==> config.mk <==
export PLATFORM = sky130hd
export DESIGN_NAME = uart_tx_cfg
export DESIGN_NICKNAME = d
export VERILOG_FILES = /design/src/rtl/uart_tx_cfg.sv
export SDC_FILE = /design/constraint.sdc
export NUM_CORES = 1
export LEC_CHECK = 0
export ABC_AREA = 0
export CAP_MARGIN = 0
export CORE_MARGIN = 5
export CORE_UTILIZATION = 60
export CTS_BUF_LIST = sky130_fd_sc_hd__clkbuf_4
export DETAILED_ROUTE_END_ITERATION = 7
export GPL_ROUTABILITY_DRIVEN = 0
export PLACE_DENSITY = 0.92
export SYNTH_ARGS = -nofsm -noshare
export SYNTH_HDL_FRONTEND = slang
export SYNTH_SLANG_ARGS = --single-unit
==> constraint.sdc <==
create_clock -name clock -period 11 [get_ports clock]
set_input_delay 1.65 -clock clock [delete_from_list [all_inputs] [get_ports clock]]
set_output_delay 1.65 -clock clock [all_outputs]
set_load 0.005 [all_outputs]
==> src/rtl/uart_tx_cfg.sv <==
`timescale 1ns/1ps
`default_nettype none
// ============================================================================
// Module      : uart_tx_cfg
// Description : Configurable UART transmitter. Supports 5..8 data bits,
//               none/even/odd/mark parity, one or two stop bits, and a
//               runtime baud divisor with a fallback for divisors below 2.
//               Defining UART_TX_BREAK_EN adds the i_break input and a BREAK
//               state that holds the line low while i_break is high.
// Revision    : 1.0 - initial release
// ============================================================================
module uart_tx_cfg #(
    parameter int DIV_W     = 16,
    parameter int RESET_DIV = 868
) (
    input  logic             clock,
    input  logic             reset,
    input  logic             i_valid,
    output logic             o_ready,
    input  logic [7:0]       i_data_byte,
    input  logic [DIV_W-1:0] i_div,
    input  logic [1:0]       i_data_bits,
    input  logic [1:0]       i_parity,
    input  logic             i_two_stop,
`ifdef UART_TX_BREAK_EN
    input  logic             i_break,
`endif
    output logic             o_tx,
    output logic             o_active,
    output logic             o_done
);

    localparam logic [DIV_W-1:0] c_reset_div = DIV_W'(RESET_DIV);
    localparam logic [DIV_W-1:0] c_min_div   = DIV_W'(2);
    localparam logic [DIV_W-1:0] c_one       = DIV_W'(1);

    typedef enum logic [2:0] {
        S_IDLE   = 3'd0,
        S_START  = 3'd1,
        S_DATA   = 3'd2,
        S_PARITY = 3'd3,
        S_STOP   = 3'd4
`ifdef UART_TX_BREAK_EN
        , S_BREAK = 3'd5
`endif
    } state_t;

    state_t           r_state;
    state_t           w_state_nx;
    logic [DIV_W-1:0] r_cnt;
    logic [DIV_W-1:0] w_cnt_nx;
    logic [2:0]       r_bit_idx;
    logic [2:0]       w_bit_nx;
    logic             r_stop_idx;
    logic             w_stop_nx;
    logic             r_done;
    logic             w_done_nx;
    logic             r_init;
    logic             w_load;
    logic             w_tx;

    // Frame parameters captured at the transfer
    logic [7:0]       r_data;
    logic [DIV_W-1:0] r_div;
    logic [1:0]       r_bits;
    logic [1:0]       r_par;
    logic             r_two_stop;

`ifdef UART_TX_BREAK_EN
    logic             r_brk_rel;
    logic             w_brk_rel_nx;
`endif

    logic [DIV_W-1:0] w_div_eff;
    logic             w_bit_end;
    logic [2:0]       w_last_bit;
    logic [7:0]       w_par_mask;
    logic             w_xor;
    logic             w_par_bit;

    // The latched divisor is zero straight after reset; the break tail still
    // needs a legal bit time, so the fallback is applied here as well.
    assign w_div_eff  = (r_div < c_min_div) ? c_reset_div : r_div;
    assign w_bit_end  = (r_cnt == (w_div_eff - c_one));
    // Last data bit index is 4 + length code (5..8 bits -> index 4..7)
    assign w_last_bit = {1'b1, r_bits};
    assign w_par_mask = 8'hFF >> (2'd3 - r_bits);
    assign w_xor      = ^(r_data & w_par_mask);
    assign w_par_bit  = (r_par == 2'b01) ? w_xor :
                        (r_par == 2'b10) ? ~w_xor : 1'b1;

`ifdef UART_TX_BREAK_EN
    assign o_ready  = (r_state == S_IDLE) && r_init && !i_break;
`else
    assign o_ready  = (r_state == S_IDLE) && r_init;
`endif
    assign o_active = (r_state != S_IDLE);
    assign o_done   = r_done;
    assign o_tx     = w_tx;

    // State register, bit timing counters and transfer latches
    always_ff @(posedge clock or posedge reset) begin
        if (reset) begin
            r_state    <= S_IDLE;
            r_cnt      <= '0;
            r_bit_idx  <= '0;
            r_stop_idx <= 1'b0;
            r_done     <= 1'b0;
            r_init     <= 1'b0;
            r_data     <= '0;
            r_div      <= '0;
            r_bits     <= '0;
            r_par      <= '0;
            r_two_stop <= 1'b0;
`ifdef UART_TX_BREAK_EN
            r_brk_rel  <= 1'b0;
`endif
        end else begin
            r_state    <= w_state_nx;
            r_cnt      <= w_cnt_nx;
            r_bit_idx  <= w_bit_nx;
            r_stop_idx <= w_stop_nx;
            r_done     <= w_done_nx;
            r_init     <= 1'b1;
`ifdef UART_TX_BREAK_EN
            r_brk_rel  <= w_brk_rel_nx;
`endif
            if (w_load) begin
                r_data     <= i_data_byte;
                r_div      <= (i_div < c_min_div) ? c_reset_div : i_div;
                r_bits     <= i_data_bits;
                r_par      <= i_parity;
                r_two_stop <= i_two_stop;
            end
        end
    end

    // Next-state, counter updates and serial line value
    always_comb begin
        w_state_nx   = r_state;
        w_cnt_nx     = r_cnt;
        w_bit_nx     = r_bit_idx;
        w_stop_nx    = r_stop_idx;
        w_done_nx    = 1'b0;
        w_load       = 1'b0;
        w_tx         = 1'b1;
`ifdef UART_TX_BREAK_EN
        w_brk_rel_nx = r_brk_rel;
`endif
        case (r_state)
            S_IDLE: begin
                w_cnt_nx  = '0;
                w_bit_nx  = '0;
                w_stop_nx = 1'b0;
`ifdef UART_TX_BREAK_EN
                if (i_break) begin
                    w_state_nx   = S_BREAK;
                    w_brk_rel_nx = 1'b0;
                end else
`endif
                if (i_valid && o_ready) begin
                    w_load     = 1'b1;
                    w_state_nx = S_START;
                end
            end
            S_START: begin
                w_tx = 1'b0;
                if (w_bit_end) begin
                    w_cnt_nx   = '0;
                    w_state_nx = S_DATA;
                end else begin
                    w_cnt_nx = r_cnt + c_one;
                end
            end
            S_DATA: begin
                w_tx = r_data[r_bit_idx];
                if (w_bit_end) begin
                    w_cnt_nx = '0;
                    if (r_bit_idx == w_last_bit) begin
                        w_state_nx = (r_par == 2'b00) ? S_STOP : S_PARITY;
                    end else begin
                        w_bit_nx = r_bit_idx + 3'd1;
                    end
                end else begin
                    w_cnt_nx = r_cnt + c_one;
                end
            end
            S_PARITY: begin
                w_tx = w_par_bit;
                if (w_bit_end) begin
                    w_cnt_nx   = '0;
                    w_state_nx = S_STOP;
                end else begin
                    w_cnt_nx = r_cnt + c_one;
                end
            end
            S_STOP: begin
                w_tx = 1'b1;
                if (w_bit_end) begin
                    w_cnt_nx = '0;
                    if (r_two_stop && !r_stop_idx) begin
                        w_stop_nx = 1'b1;
                    end else begin
                        w_state_nx = S_IDLE;
                        w_done_nx  = 1'b1;
                    end
                end else begin
                    w_cnt_nx = r_cnt + c_one;
                end
            end
`ifdef UART_TX_BREAK_EN
            // Line held low until i_break falls, then one bit time of mark
            S_BREAK: begin
                if (!r_brk_rel) begin
                    w_tx     = 1'b0;
                    w_cnt_nx = '0;
                    if (!i_break) begin
                        w_brk_rel_nx = 1'b1;
                    end
                end else begin
                    w_tx = 1'b1;
                    if (w_bit_end) begin
                        w_cnt_nx     = '0;
                        w_brk_rel_nx = 1'b0;
                        w_state_nx   = S_IDLE;
                    end else begin
                        w_cnt_nx = r_cnt + c_one;
                    end
                end
            end
`endif
            default: begin
                w_state_nx = S_IDLE;
                w_cnt_nx   = '0;
                w_tx       = 1'b1;
            end
        endcase
    end

endmodule
`default_nettype wire

==> results.json <==
{
  "ys_ff_latch": 54,
  "cts_setup_buffers": 0,
  "start_kind": "flop",
  "sequentialPowerShare_pct": 66.0,
  "instances_no_fill": 478,
  "syn-num-nets": 415,
  "grt_first_pass_wirelength_mm": 13.2,
  "pre_cts_slack_ns": 6.21,
  "synth_area_leaders": "dfrtp_1 41%, nand2_1 10%, xnor2_1 5.0%, xor2_1 5.0%, nor2_1 4.0%",
  "placedCellCount": 471,
  "post-route-period-util_pct": 44.7,
  "ys_seq_area_share_pct": 40.9,
  "hpwl_mm": 5.91,
  "post-route-min-period_ns": 4.91,
  "holdWs_ns": 0.524,
  "fin_util_pct": 68.4,
  "ys_types": 62,
  "reg2reg_slack_ns": 6.09,
  "hold_class": "reg2reg",
  "global_route.overflow_total": 0,
  "crit_fanout": 16,
  "p_int_uw": 235,
  "syn2layout_area_growth_pct": 12.6,
  "die_area_um2": 7090,
  "ir_drop_mv": 0.0587,
  "nets": 441,
  "power_leakage_nw": 1.69,
  "antenna_found_initial": 0,
  "via_per_inst": 5.99,
  "grt_max_degree": 55,
  "synth_area_per_cell_um2": 8.70,
  "ant_nets": 0,
  "dr_total_vias": 2862,
  "slew_viol_final": 0,
  "syn_area_um2": 3310,
  "clock_power_share_pct": 28.5,
  "cap_violations": 0,
  "start_util_pct": 60.8,
  "ctsHoldBuffers": 0,
  "pwr-share-comb_pct": 5.5,
  "portBuffers": 35,
  "diodes": 0,
  "wl_mm": 7.83,
  "ios": 36,
  "die_y_um": 84.2,
  "end_kind": "flop",
  "arrival_ns": 5.18,
  "dr.pass1.iters": 5,
  "syn_inst": 380,
  "finalWorstSetupSlack_ns": 6.09,
  "critPathKind": "reg2reg",
  "yosysTopAreaCell": "dfrtp_1",
  "synth_ff_type": "dfrtp_1",
  "worst_pin_slew_ns": 1.08,
  "synth_top_area_share_pct": 40.9,
  "die_w_um": 84.2,
  "synthMostInstantiatedCell": "nand2_1",
  "clk_latency_ns": 0.37,
  "max-slew-margin-rel_pct": 27.6,
  "cts_tree": "done",
  "clockBufferDepth": 2,
  "min_path_cells": 2,
  "synth_edf_count": 0,
  "final.setup.tns_ns": 0,
  "r2r_cells": 12,
  "final_hold_viol_count": 0,
  "p_sw_share_pct": 22.0,
  "clockRootBuffer": "clkbuf_4",
  "rsz0062_at_grt": "no",
  "status": "complete, no violations",
  "async_reset_ff_share_pct": 100,
  "cts.sinks": 54,
  "wl_per_cell_um": 16.4,
  "drt-initial-drc-count": 276,
  "p_per_area_nw_per_um2": 81.0,
  "grt_use_total_pct": 22.5,
  "fmax_ghz": 0.204,
  "rows": 27,
  "clk_pin_slew_worst_paths_ns": 0.15,
  "drc": 0,
  "h-tree-depth": 2,
  "setup_viol": 0,
  "cts_resized": 0,
  "critPathRequiredTime_ns": 11.27,
  "fp.coreArea_um2": 5440,
  "grt_pass1_vias": 2751,
  "yosysWarnings": 0,
  "skew_ns": 0.0213,
  "synth_commonest_cells": "92 x nand2_1, 54 x dfrtp_1, 35 x nor2_1, 19 x xnor2_1, 19 x xor2_1",
  "final_layout_size_suffix_gt1_share_pct": 5.42,
  "cts_made_buffers": 5,
  "switching_power_uw": 66.2
}
critical path, cell delays in order, from the launching register on:
cell      delay [ns]
dfrtp_1         0.46
nor4_1          0.56
and3_1          0.47
nand2_1         0.18
nand2_1         0.11
ha_1            0.28
or4b_1          0.53
or3_1           0.44
o31a_1          0.30
o31ai_1         0.52
nor4b_4         0.55
nand3b_4        0.34
nor2_1          0.08
final timing paths:
path	startpoint	endpoint
worst max register to register	r_div[11]	r_cnt[7]
max in group asynchronous	reset	r_div[1]
worst max-delay path	r_div[11]	r_cnt[7]
min in group asynchronous	reset	r_cnt[11]
worst min-delay path	r_data[5]	r_data[5]
worst min register to register	r_data[5]	r_data[5]
layer usage:
metal  routed length [µm]  GRT usage, %  vias up
li1                     -             -     1364
met1                 3520          32.2     1348
met2                 3640          35.2      137
met3                  594          4.61       13
met4                   75          5.85        0
met5                    0             0        -
power groups by stage:
stage / clock network, mW / registers [mW] / logic (mW)
finish: 0.0861 / 0.199 / 0.0165
global placement: 0 / 0.203 / 0.0165
detailed placement: 0 / 0.203 / 0.0167
floorplan: 0 / 0.203 / 0.00341
global route: 0.0955 / 0.199 / 0.0180
CTS: 0.0869 / 0.199 / 0.0168
placed cells by master, fill, tap and decap left out, types with 3 or more instances in the layout:
cell type,instances
nand2b_1,3
clkdlybuf4s50_1,35
mux2i_1,3
or3_1,4
nand4b_1,3
nand2_1,92
clkbuf_4,6
o21ai_0,11
nor2_1,35
ha_1,3
and3_1,5
nand3_1,18
a31oi_1,4
nor3_1,7
nor4_1,8
xnor2_1,19
nand4_1,3
xor2_1,19
a21oi_1,5
o22a_1,5
dfrtp_1,54
o31ai_1,6
or4_1,3
inv_1,7
logic make-up after synthesis:
| group | synth area share, % |
|---|---|
| adders and majority gates | 1.14 |
| buffers and inverters | 3.44 |
| other | 0.113 |
| and+or+nand+nor | 29.9 |
| muxes | 2.61 |
| xor gates and xnor gates | 10.8 |
| DFF | 40.9 |
| AOI/OAI and AO/OA | 11.1 |
registers in the layout, indices dropped and copies added, names as in the netlist:
name and cells:
o_done 1, r_bit_idx 3, r_bits 2, r_cnt 16, r_data 8, r_div 16
r_init 1, r_par 2, r_state 3, r_stop_idx 1, r_two_stop 1
cell type report:
| class | instances | area (µm²) |
|---|---|---|
| inverter | 8 | 30.0 |
| clock buffer | 6 | 45.0 |
| timing repair buffer | 36 | 358 |
| sequential | 54 | 1350 |
| multi-input combinational | 301 | 1840 |
| fill | 428 | 1720 |
| clock inverter | 1 | 7.51 |
| tap | 72 | 90.1 |
metrics by stage:
step | area [µm²] | total power [mW]
after global routing | 3720 | 0.313
after detailed placement | 3670 | 0.219
final | 3720 | 0.301
after global placement | 3670 | 0.219
after floorplan | 3310 | 0.206
after CTS | 3720 | 0.303
Note: power is estimated with default switching activity, not from simulation.
==> RTL change 1: new RTL, same settings <==
Build with the macro `UART_TX_BREAK_EN` defined.
--- a/src/rtl/uart_tx_cfg.sv
+++ b/src/rtl/uart_tx_cfg.sv
@@ -10,4 +10,6 @@
 // Revision    : 1.0 - initial release
 // ============================================================================
+`define UART_TX_BREAK_EN
+
 module uart_tx_cfg #(
     parameter int DIV_W     = 16,
Ports: changed (added i_break); port bits go from 36 to 37. The function was not compared with the original's and may differ.
==> RTL change 1 against the unedited design <==
- cell area increased by 5.6%
- fmax increased by 5.8%
- worst setup slack improved by 0.27 ns
- total power increased by 12%
- sequential cell count increased by 1
- routed wire length decreased by 1.5%
- count of clock-buffer cells in the layout decreased by 1
- area after synthesis increased by 4.9%
==> RTL change 1: results (changes against the unedited design) <==
Seq area share 35.01% (-1.3 points); placed cell count 486 (+3.2%); Synth area leaders dfrtp_1 (40%), nand2_1 (8.9%), xnor2_1 (5.3%); antenna violations before repair 0 (unchanged); vias after detailed routing 3021 (+5.6%); post-detailed-routing wire length 7.717 mm (-1.5%); hold worst-path end r_data[5]$_DFFE_PP0P_; clock sinks 55 (+1.9%); Non-clock buffer share 9.357% (-0.26 points); final core occ 70.53% (+2.1 points); synth cell count leaders nand2_1 (82), dfrtp_1 (55), nor2_1 (34); vias per std cell 6.115 (+2.1%); largest net degree at the start of global routing 56 (+1.8%); Seq/Total Area, Yosys 39.68% (-1.2 points); R2R Path Start r_div[12]$_DFFE_PP0P_; Setup Skew 0.02559 ns (+0.004259 ns); Worst setup startpoint i_break; clock network area share 2.069% (+0.66 points); combinational fraction of design power 5.4%; Starting DRT DRC Count 244 (-12%); area of the multi-input gates 1978 um^2 (+7.5%); Power per Cell Area 85.51 nW/um^2 (+5.6%); Non-clk bufs 37 (+2.8%); DR pass1 iterations 5 (unchanged); Fin Hold WS 0.5405 ns (+0.01636 ns); Largest delay share family, worst path buffers and inverters; multi-input gates 312 (+3.7%); synthesized area per cell 8.781 um^2 (+0.94%); Synth Net Count 431 (+3.9%); Fillers 432 (+0.93%); Max Fclk 215.5 MHz (+5.8%); Final HPWL DP 5.674 mm (-4.0%); status finished clean; critical path capture point o_ready; crit path DAT 2.99 ns (-2.19 ns); Sw Pwr 74.44 uW (+12%); instance area at placement 3850 um^2 (+4.9%); layout cell share with drive strength beyond 1 5.924% (+0.51 points); LEAKAGE 0.001720 uW (+1.9%); global-route wire length before repair 13.39 mm (+1.6%); reg2reg end r_bit_idx[2]$_DFFE_PP0P_; vias in the first global route 2916 (+6.0%); post-placement setup slack 6.354 ns (+0.1470 ns); Slew headroom 25.10% (-2.5 points); Clk Latency, worst-skew pair 0.40 ns (+0.03 ns); number of inserted diodes 0 (unchanged); r2r setup slk 7.03 ns (+0.94 ns); maximum fanout along the worst path 6 (-10); Global Route Usage Sum 22.33% (-0.20 points)
[RTL change 1: changes by cell type in the layout (fill, tap and decap cells not counted), moves of 3 or more]
cell	unedited run	this run
and4b_1	0	3
nand2_1	92	82
nand3_1	18	15
nand4_1	3	7
nor2b_1	2	7
nor3b_1	0	3
nor4_1	8	12
nor4_4	0	3
o21ai_0	11	16
o31ai_1	6	1
or3_1	4	9
[RTL change 1: metal layers]
| metal | routed length (um) | global-route usage, % | share of wire, % |
|---|---|---|---|
| met5 | 0 | 0 | 0 |
| met4 | 156 | 5.899 | 2.0 |
| met3 | 450 | 4.131 | 5.8 |
| met2 | 3770 | 38.19 | 49 |
| met1 | 3339 | 29.02 | 43 |
[RTL change 1: kinds of logic after synthesis]
logic type,count (synthesis),synth area share (%)
fa+ha+maj,3,1.082
mux,7,2.778
buf+inv,28,3.283
other cells,1,0.1081
compound gates,55,11.91
flops,55,39.68
simple gates,208,31.57
xor+xnor,38,9.596
==> RTL change 2: new RTL, config.mk and constraints unchanged <==
Without the edit above. Make the reset (`reset`) synchronous in one clocked block.
--- a/src/rtl/uart_tx_cfg.sv
+++ b/src/rtl/uart_tx_cfg.sv
@@ -100,5 +100,5 @@
 
     // State register, bit timing counters and transfer latches
-    always_ff @(posedge clock or posedge reset) begin
+    always_ff @(posedge clock) begin
         if (reset) begin
             r_state    <= S_IDLE;
Formal check against the unedited RTL: differs if reset is asserted again (counterexample within 4 cycles, from zero or initial values and one cycle with reset high); with reset held inactive, the same outputs for 10 cycles.
==> RTL change 2 against the unedited design <==
- sequential share of layout area fell by 7.0 points
- synthesized cell count rose by 7.4%
- cell area fell by 1.0%
- worst setup slack improved by 0.65 ns
- area after synthesis fell by 0.72%
- routed wire length fell by 3.3%
- sequential cell count did not move
Power is not compared: it rests on default switching activity, and its combinational part moved more than twofold at a synthesized area within 25%.
==> RTL change 2: results (changes against the unedited design) <==
Post-Route M1 WL 3.225 mm (-8.5%); area share of fa/ha/maj cells after synthesis 1.144% (+0.0082 points); r2r setup slk 6.74 ns (+0.65 ns); Seq/Total Area, Yosys 32.94% (-7.9 points); met3 WL 650 um (+9.4%); crit path DAT 4.52 ns (-0.66 ns); synth cell count leaders nand2_1 (66), dfxtp_1 (54), nor2_1 (37); Worst Hold Launch r_data[3]$_SDFFE_PP0P_; Starting DRT DRC Count 228 (-17%); status finished clean; ys flop type dfxtp_1; post-detailed-routing wire length 7.571 mm (-3.3%); Clk Latency, worst-skew pair 0.39 ns (+0.02 ns); vias in the first global route 2958 (+7.5%); Distinct cells, synth 69 (+11%); WL met2 3.513 mm (-3.4%); hold worst-path end r_data[3]$_SDFFE_PP0P_; async set-reset flop share out of synthesis 0% (-100 points); instance area at placement 3621 um^2 (-1.3%); Slew headroom 31.73% (+4.1 points); layout cell share with drive strength beyond 1 8.837% (+3.4 points); Synth area leaders dfxtp_1 (33%), nand2_1 (7.5%), xnor2_1 (6.9%); largest net degree at the start of global routing 31 (-44%); Synth Net Count 443 (+6.7%); VDD IR max 0.07965 mV; maximum fanout along the worst path 10 (-6); Post-Synth XOR/XNOR Area 10.41% (-0.38 points); Compound-Gate Fraction of Synth Area 16.74% (+5.6 points); Fillers 433 (+1.2%); vias per std cell 6.293 (+5.1%); Clock Pin Slew Worst Setup and Hold Paths 0.17 ns (+0.02 ns); R2R Path Start r_div[6]$_SDFFE_PP0P_; critical path's largest stage delay 0.63 ns (+0.07 ns); reg2reg end r_state[1]$_SDFFE_PP0P_; global-route wire length before repair 13.05 mm (-1.0%); mux cell area share after synthesis 1.982% (-0.63 points)
==> RTL change 2: kinds of logic (layout without fill, tap and decap cells) <==
logic type | Yosys count | after routing
AND/OR/NAND/NOR | 194 | 194
buffers and inverters | 36 | 58
XOR/XNOR | 39 | 39
AO/OA/AOI/OAI | 78 | 78
multiplexers | 4 | 4
flip-flops | 54 | 54
adder cells (fa/ha/maj) | 3 | 3
==> RTL change 2: area by class of cell <==
type | instances | area (um^2) | share of cell area (%)
multi-input combinational | 318 | 2039 | 55.35
sequential | 54 | 1081 | 29.34
timing repair buffer | 36 | 357.8 | 9.711
tap | 72 | 90.09 | 2.445
inverter | 14 | 52.55 | 1.426
clock buffer | 5 | 37.54 | 1.019
clock inverter | 3 | 26.28 | 0.7131
==> RTL change 2: worst max path at each step <==
stage / slack (ns) / endpoint / startpoint / depth (start not counted)
floorplan: 7.37 / r_state[1]$_SDFFE_PP0P_ / r_div[12]$_SDFFE_PP0P_ / 12
global placement: 7.01 / r_state[1]$_SDFFE_PP0P_ / r_div[6]$_SDFFE_PP0P_ / 12
detailed placement: 6.83 / r_state[1]$_SDFFE_PP0P_ / r_div[6]$_SDFFE_PP0P_ / 12
CTS: 6.80 / r_state[1]$_SDFFE_PP0P_ / r_div[6]$_SDFFE_PP0P_ / 12
global route: 6.40 / r_state[0]$_SDFFE_PP0P_ / r_div[6]$_SDFFE_PP0P_ / 12
finish: 6.74 / r_state[1]$_SDFFE_PP0P_ / r_div[6]$_SDFFE_PP0P_ / 12
==> RTL change 2: stage by stage <==
step                      worst slack, ns  std cells  hold slack [ns]  power, uW
after floorplan                     7.371        408           0.4370      299.3
after global placement              7.010        494           0.4544      324.9
after detailed placement            6.827        494           0.4661      328.4
after CTS                           6.799        502           0.4952      422.3
after global routing                6.395        502           0.5075      443.9
final                               6.738        502           0.4985      422.6
==> RTL change 2: worst register-to-register path, stage by stage, from the launching register on <==
cell and delay, ns:
dfxtp_1 0.44, nor4_4 0.49, nand4_1 0.35, nand2_1 0.17, ha_1 0.18, nor3b_2 0.52, xor2_1 0.20, a32o_1 0.18
a32oi_1 0.07, or4_4 0.57, a2111oi_4 0.63, and3b_2 0.31, nor4_2 0.04
==> RTL change 2: metal layers <==
metal	GRT usage (%)	vias up
met5	0	-
met4	8.333	0
met3	5.429	29
met2	36.37	155
met1	27.50	1470
li1	-	1505
==> RTL change 2: where the power goes <==
part | internal (uW) | switching, uW | total (uW)
sequential | 202 | 10.8 | 213
clock | 27.6 | 67.4 | 95.0
combinational | 52.4 | 62.5 | 115
total | 282 | 141 | 423
